===== src/rtl/watch_set_cu_if.sv =====
// rtl/watch_set_cu_if.sv - button inputs and control outputs of the watch set control unit
interface watch_set_cu_if;
    logic       i_tick;
    logic       i_mode;
    logic       i_up;
    logic       i_down;
    logic       o_set_active;
    logic [1:0] o_field_sel;
    logic       o_inc;
    logic       o_dec;
    logic       o_hold;
    logic       o_blink;

    modport master (
        output i_tick, i_mode, i_up, i_down,
        input  o_set_active, o_field_sel, o_inc, o_dec, o_hold, o_blink
    );

    modport slave (
        input  i_tick, i_mode, i_up, i_down,
        output o_set_active, o_field_sel, o_inc, o_dec, o_hold, o_blink
    );
endinterface


===== src/rtl/watch_set_cu.sv =====
// rtl/watch_set_cu.sv - watch time-setting control unit; AUTO_REPEAT_EN enables held-button auto-repeat
module watch_set_cu #(
`ifdef AUTO_REPEAT_EN
    parameter int REPEAT_DELAY  = 50,
    parameter int REPEAT_PERIOD = 10,
`endif
    parameter int BLINK_HALF    = 25,
    parameter int TIMEOUT       = 1000
) (
    input  logic          clk,
    input  logic          reset_n,
    watch_set_cu_if.slave bus
);
    localparam int BW = $clog2(BLINK_HALF + 1);
    localparam int TW = $clog2(TIMEOUT + 1);

    // Encoding doubles as the field select code.
    typedef enum logic [1:0] {
        IDLE     = 2'b00,
        SET_HOUR = 2'b01,
        SET_MIN  = 2'b10,
        SET_SEC  = 2'b11
    } state_t;

    state_t        state, state_nxt;
    logic          up_d, down_d;
    logic          armed, armed_nxt;
    logic          inc_q, dec_q, set_q, blink_q;
    logic          inc_nxt, dec_nxt, blink_nxt;
    logic [BW-1:0] blink_cnt, blink_cnt_nxt;
    logic [TW-1:0] to_cnt, to_cnt_nxt;
    logic          in_set, held, press_up, press_dn, timed_out;
`ifdef AUTO_REPEAT_EN
    localparam int RW = $clog2(REPEAT_DELAY + 1);
    logic [RW-1:0] rep_cnt, rep_cnt_nxt;
`endif

    always_comb begin
        in_set    = (state != IDLE);
        held      = bus.i_up | bus.i_down;
        press_up  = bus.i_up & ~up_d & ~bus.i_down;
        press_dn  = bus.i_down & ~down_d & ~bus.i_up;
        timed_out = in_set && (to_cnt == TW'(TIMEOUT));

        state_nxt = state;
        armed_nxt = armed;
        inc_nxt   = 1'b0;
        dec_nxt   = 1'b0;
`ifdef AUTO_REPEAT_EN
        rep_cnt_nxt = '0;
`endif
        // armed means the single held button earned its strobe in the current field
        if (timed_out) begin
            state_nxt = IDLE;
            armed_nxt = 1'b0;
        end else if (bus.i_mode) begin
            state_nxt = state_t'(state + 2'd1);
            armed_nxt = 1'b0;
        end else if (!in_set || !held || (bus.i_up && bus.i_down)) begin
            armed_nxt = 1'b0;
        end else if (press_up || press_dn) begin
            armed_nxt = 1'b1;
            inc_nxt   = press_up;
            dec_nxt   = press_dn;
        end
`ifdef AUTO_REPEAT_EN
        else if (armed) begin
            rep_cnt_nxt = rep_cnt;
            if (bus.i_tick) begin
                if (rep_cnt == RW'(REPEAT_DELAY - 1)) begin
                    inc_nxt     = bus.i_up;
                    dec_nxt     = bus.i_down;
                    rep_cnt_nxt = RW'(REPEAT_DELAY - REPEAT_PERIOD);
                end else begin
                    rep_cnt_nxt = rep_cnt + RW'(1);
                end
            end
        end
`endif

        blink_nxt     = blink_q;
        blink_cnt_nxt = blink_cnt;
        if (state_nxt == IDLE || inc_nxt || dec_nxt || state_nxt != state) begin
            blink_nxt     = 1'b1;
            blink_cnt_nxt = '0;
        end else if (bus.i_tick) begin
            if (blink_cnt == BW'(BLINK_HALF - 1)) begin
                blink_nxt     = ~blink_q;
                blink_cnt_nxt = '0;
            end else begin
                blink_cnt_nxt = blink_cnt + BW'(1);
            end
        end

        to_cnt_nxt = to_cnt;
        if (state_nxt == IDLE || bus.i_mode || held) begin
            to_cnt_nxt = '0;
        end else if (bus.i_tick && to_cnt != TW'(TIMEOUT)) begin
            to_cnt_nxt = to_cnt + TW'(1);
        end
    end

    always_ff @(posedge clk or negedge reset_n) begin
        if (!reset_n) begin
            state     <= IDLE;
            up_d      <= 1'b0;
            down_d    <= 1'b0;
            armed     <= 1'b0;
            inc_q     <= 1'b0;
            dec_q     <= 1'b0;
            set_q     <= 1'b0;
            blink_q   <= 1'b1;
            blink_cnt <= '0;
            to_cnt    <= '0;
`ifdef AUTO_REPEAT_EN
            rep_cnt   <= '0;
`endif
        end else begin
            state     <= state_nxt;
            up_d      <= bus.i_up;
            down_d    <= bus.i_down;
            armed     <= armed_nxt;
            inc_q     <= inc_nxt;
            dec_q     <= dec_nxt;
            set_q     <= (state_nxt != IDLE);
            blink_q   <= blink_nxt;
            blink_cnt <= blink_cnt_nxt;
            to_cnt    <= to_cnt_nxt;
`ifdef AUTO_REPEAT_EN
            rep_cnt   <= rep_cnt_nxt;
`endif
        end
    end

    assign bus.o_set_active = set_q;
    assign bus.o_hold       = set_q;
    assign bus.o_field_sel  = state;
    assign bus.o_inc        = inc_q;
    assign bus.o_dec        = dec_q;
    assign bus.o_blink      = blink_q;
endmodule

===== src/flat_wrapper.sv =====
// flat-port wrapper written by rule: the top's interface ports become plain ports
module watch_set_cu_flat 
#(

    parameter int BLINK_HALF    = 25,
    parameter int TIMEOUT       = 1000
)
  (clk, reset_n, bus_i_tick, bus_i_mode, bus_i_up, bus_i_down, bus_o_set_active, bus_o_field_sel, bus_o_inc, bus_o_dec, bus_o_hold, bus_o_blink);
  watch_set_cu_if bus_i ();
  input  logic clk;
  input  logic reset_n;
  input wire logic [$bits(bus_i.i_tick)-1:0] bus_i_tick;
  input wire logic [$bits(bus_i.i_mode)-1:0] bus_i_mode;
  input wire logic [$bits(bus_i.i_up)-1:0] bus_i_up;
  input wire logic [$bits(bus_i.i_down)-1:0] bus_i_down;
  output wire logic [$bits(bus_i.o_set_active)-1:0] bus_o_set_active;
  output wire logic [$bits(bus_i.o_field_sel)-1:0] bus_o_field_sel;
  output wire logic [$bits(bus_i.o_inc)-1:0] bus_o_inc;
  output wire logic [$bits(bus_i.o_dec)-1:0] bus_o_dec;
  output wire logic [$bits(bus_i.o_hold)-1:0] bus_o_hold;
  output wire logic [$bits(bus_i.o_blink)-1:0] bus_o_blink;
  assign bus_i.i_tick = bus_i_tick;
  assign bus_i.i_mode = bus_i_mode;
  assign bus_i.i_up = bus_i_up;
  assign bus_i.i_down = bus_i_down;
  assign bus_o_set_active = bus_i.o_set_active;
  assign bus_o_field_sel = bus_i.o_field_sel;
  assign bus_o_inc = bus_i.o_inc;
  assign bus_o_dec = bus_i.o_dec;
  assign bus_o_hold = bus_i.o_hold;
  assign bus_o_blink = bus_i.o_blink;
  watch_set_cu #(.BLINK_HALF(BLINK_HALF), .TIMEOUT(TIMEOUT)) u_core (.clk(clk), .reset_n(reset_n), .bus(bus_i));
endmodule

===== config.mk =====
export PLATFORM = sky130hd
export DESIGN_NAME = watch_set_cu_flat
export DESIGN_NICKNAME = d
export VERILOG_FILES = /design/src/rtl/watch_set_cu_if.sv /design/src/rtl/watch_set_cu.sv /design/src/flat_wrapper.sv
export SDC_FILE = /design/constraint.sdc
export NUM_CORES = 1
export LEC_CHECK = 0
export BUFFER_PORTS_ARGS = -buffer_cell sky130_fd_sc_hd__buf_2
export CORE_UTILIZATION = 45
export CTS_BUF_LIST = sky130_fd_sc_hd__clkbuf_4
export CTS_CLUSTER_SIZE = 20
export DETAILED_ROUTE_END_ITERATION = 10
export GPL_TIMING_DRIVEN = 0
export HOLD_SLACK_MARGIN = 0.08
export PLACE_DENSITY_LB_ADDON = 0.1
export SLEW_MARGIN = 20
export SYNTH_ARGS = -nofsm -noshare
export SYNTH_HDL_FRONTEND = slang
export SYNTH_SLANG_ARGS = --single-unit
export TNS_END_PERCENT = 1

===== constraint.sdc =====
create_clock -name clk -period 3.1 [get_ports clk]
set_input_delay 0.775 -clock clk [delete_from_list [all_inputs] [get_ports clk]]
set_output_delay 0.775 -clock clk [all_outputs]
set_load 0.1 [all_outputs]

==> flow_summary.yaml <==
outcome:
  status: "complete, no violations"
logic_synthesis:
  yosys_warnings: 0
  synth_top_cell_area_share_pct: 46.7
  synth_area_um2: 1180
  synth_commonest_cells: "dfrtp_1, nor2_1, inv_1, nand2_1, nor3_1"
  ys_types: 31
  yosys-top-cells-area: "dfrtp_1, nor2_1, ha_1"
  yosysSeqAreaShare_pct: 48.9
  synth-edff-count: 0
  syn-num-nets: 133
  syn_inst: 122
  yosysMostFrequentCell: "dfrtp_1"
  ys_seq_elements: 23
  synth_top_area_cell: "dfrtp_1"
  synthFlopType: "dfrtp_1"
  async_flop_share_pct: 100
  syn_area_per_cell_um2: 9.67
finish:
  drive_gt1_share_pct: 15.2
  syn2layout_area_growth_pct: 10.8
  antenna_cells: 0
  fin_nets: 150
  fillers: 236
worst_setup_path:
  r2r_start: "u_core.to_cnt[0]"
  cp_cell_sequence: "buf_2"
  critPathKind: "reg -> out"
  worstPathArrival_ns: 1.30
  worstReg2RegEnd: "u_core.to_cnt[4]"
  max_stage_delay_ns: 0.56
  cp.buffers_inverters: 1
  worstPathRequired_ns: 2.32
  start_kind: "flip-flop"
  r2r_slack_ns: 1.23
  end_kind: "primary output"
  r2r_cells: 7
  crit_slowest_cell: "dfstp_2"
  cp_max_fo: 2
  path_delay_family: "flip-flops"
detailed_routing:
  routed_wirelength_um: 1990
  wl_per_cell_um: 11.9
  route.antenna.remaining_nets: 0
  drt_pass1_iterations: 4
  drc: 0
  vias_per_cell: 5.21
  drt_iter0_drc: 15
  vias: 875
floorplan:
  start_util_pct: 47.6
  die_h_um: 53.2
  die_area_um2: 2830
  rows: 18
  ioPinCount: 13
  die_x_um: 53.2
  coreArea_um2: 2480
timing:
  finalCritPeriodShare_pct: 66.8
  slew_violations: 0
  max_slew_margin_pct: 65.5
  finalSetupViolations: 0
  worst_pin_slew_ns: 0.512
  holdWs_ns: 0.406
  fin_skew_ns: 0.00299
  hold_viol: 0
  rsz0062_at_grt: "no"
  fmax_ghz: 0.483
  fin_tns_setup_ns: 0
  post-route-min-period_ns: 2.07
cts:
  clock_tree.buffer_depth: 2
  postCtsHoldBufs: 0
  clk_pin_slew_worst_paths_ns: 0.13
  clkLatencyLatePin_ns: 0.31
  clock-sinks: 23
  root_buffer: "clkbuf_4"
  post_cts_buffers: 0
  htree_levels: 1
  cts.repair.resized: 0
  cts_buffers: 3
  cts_tree: "built"
power:
  max-vdd-ir-drop_mv: 0.759
  p_per_area_nw_per_um2: 665
  p_leak_uw: 0.000562
global_route:
  overflow: 0
  grt_max_degree: 24
  grt_pass1_vias: 842
  grt_usage_pct: 17.2
  antenna_found_initial: 0
  grt_pass1_wl_um: 3510
place:
  hpwl_um: 1480
  gp_congestion: 0.783
  io_buffer_count: 12
min_path:
  hp-class: "in -> async"
job:
  cap_violations: 0
-- cells in the final DEF, fill, tap and decap left out, drive strengths merged, types with 2 or more instances in the layout --
cell	Yosys	routed
and3	2	2
xnor2	7	7
nor3	8	8
buf	3	15
mux2i	3	3
dfrtp	22	22
o21ai	2	2
nor2	19	19
clkbuf	0	3
a21oi	6	6
nand2b	3	3
inv	10	10
xor2	3	3
ha	5	5
nand3	5	5
nand4	3	3
nor2b	2	2
nor3b	2	2
nand2	8	8
-- kinds of logic after synthesis --
kind of cell               share of synthesized area (%)
buffers and inverters                               4.56
xor gates and xnor gates                            7.42
DFF                                                 48.9
muxes                                               2.55
and+or+nand+nor                                     22.2
AOI/OAI and AO/OA                                   9.12
adders and majority gates                           5.30
-- per-layer routing --
layer / global-route usage, % / part of all wire (%)
met1: 21.1 / 48
met2: 29.6 / 48
met3: 5.17 / 3.1
met4: 3.07 / 0.65
met5: 0 / 0
-- final cells by class --
type / count / area, µm² / area share [%]
inverter: 10 / 37.5 / 2.87
multi-input combinational: 86 / 549 / 42.0
tap: 30 / 37.5 / 2.87
buffer: 3 / 16.3 / 1.24
sequential: 23 / 577 / 44.1
clock inverter: 1 / 7.51 / 0.574
timing repair buffer: 12 / 60.1 / 4.59
clock buffer: 3 / 22.5 / 1.72
-- sequential cells by signal, summed over array words and instances (netlist names) --
signal                  flops
u_core.to_cnt              10
u_core.blink_cnt            5
u_core.bus.o_field_sel      2
u_core.bus.o_blink          1
u_core.bus.o_dec            1
u_core.bus.o_hold           1
u_core.bus.o_inc            1
u_core.down_d               1
u_core.up_d                 1
-- where the power goes --
part / switching [µW] / internal (µW) / leakage [µW]
combinational: 293 / 81.3 / 0.000243
clock: 92.8 / 49.2 / 0.0000139
sequential: 24.4 / 329 / 0.000304
total: 411 / 459 / 0.000562
-- metrics by stage --
stage	power, µW	util (%)	setup WS, ns	instance area, µm²	instances
2_1_floorplan	672	-	1.00	1180	122
3_3_place_gp	730	51.6	1.11	1280	164
3_5_place_dp	736	51.6	1.10	1280	164
4_1_cts	879	52.8	1.01	1310	168
5_1_grt	923	52.8	0.984	1310	168
6_report	870	52.8	1.03	1310	168
-- worst max path at each step --
stage | startpoint | to | slack [ns] | depth (start not counted)
floorplan | u_core.bus.o_hold | bus_o_set_active | 1.00 | 1
global placement | bus_i_tick | u_core.to_cnt[6] | 1.11 | 6
detailed placement | bus_i_tick | u_core.to_cnt[6] | 1.10 | 6
CTS | u_core.bus.o_blink | bus_o_blink | 1.01 | 1
global route | u_core.bus.o_blink | bus_o_blink | 0.98 | 1
finish | u_core.bus.o_blink | bus_o_blink | 1.03 | 1
Power figures use the tool's default switching activity.
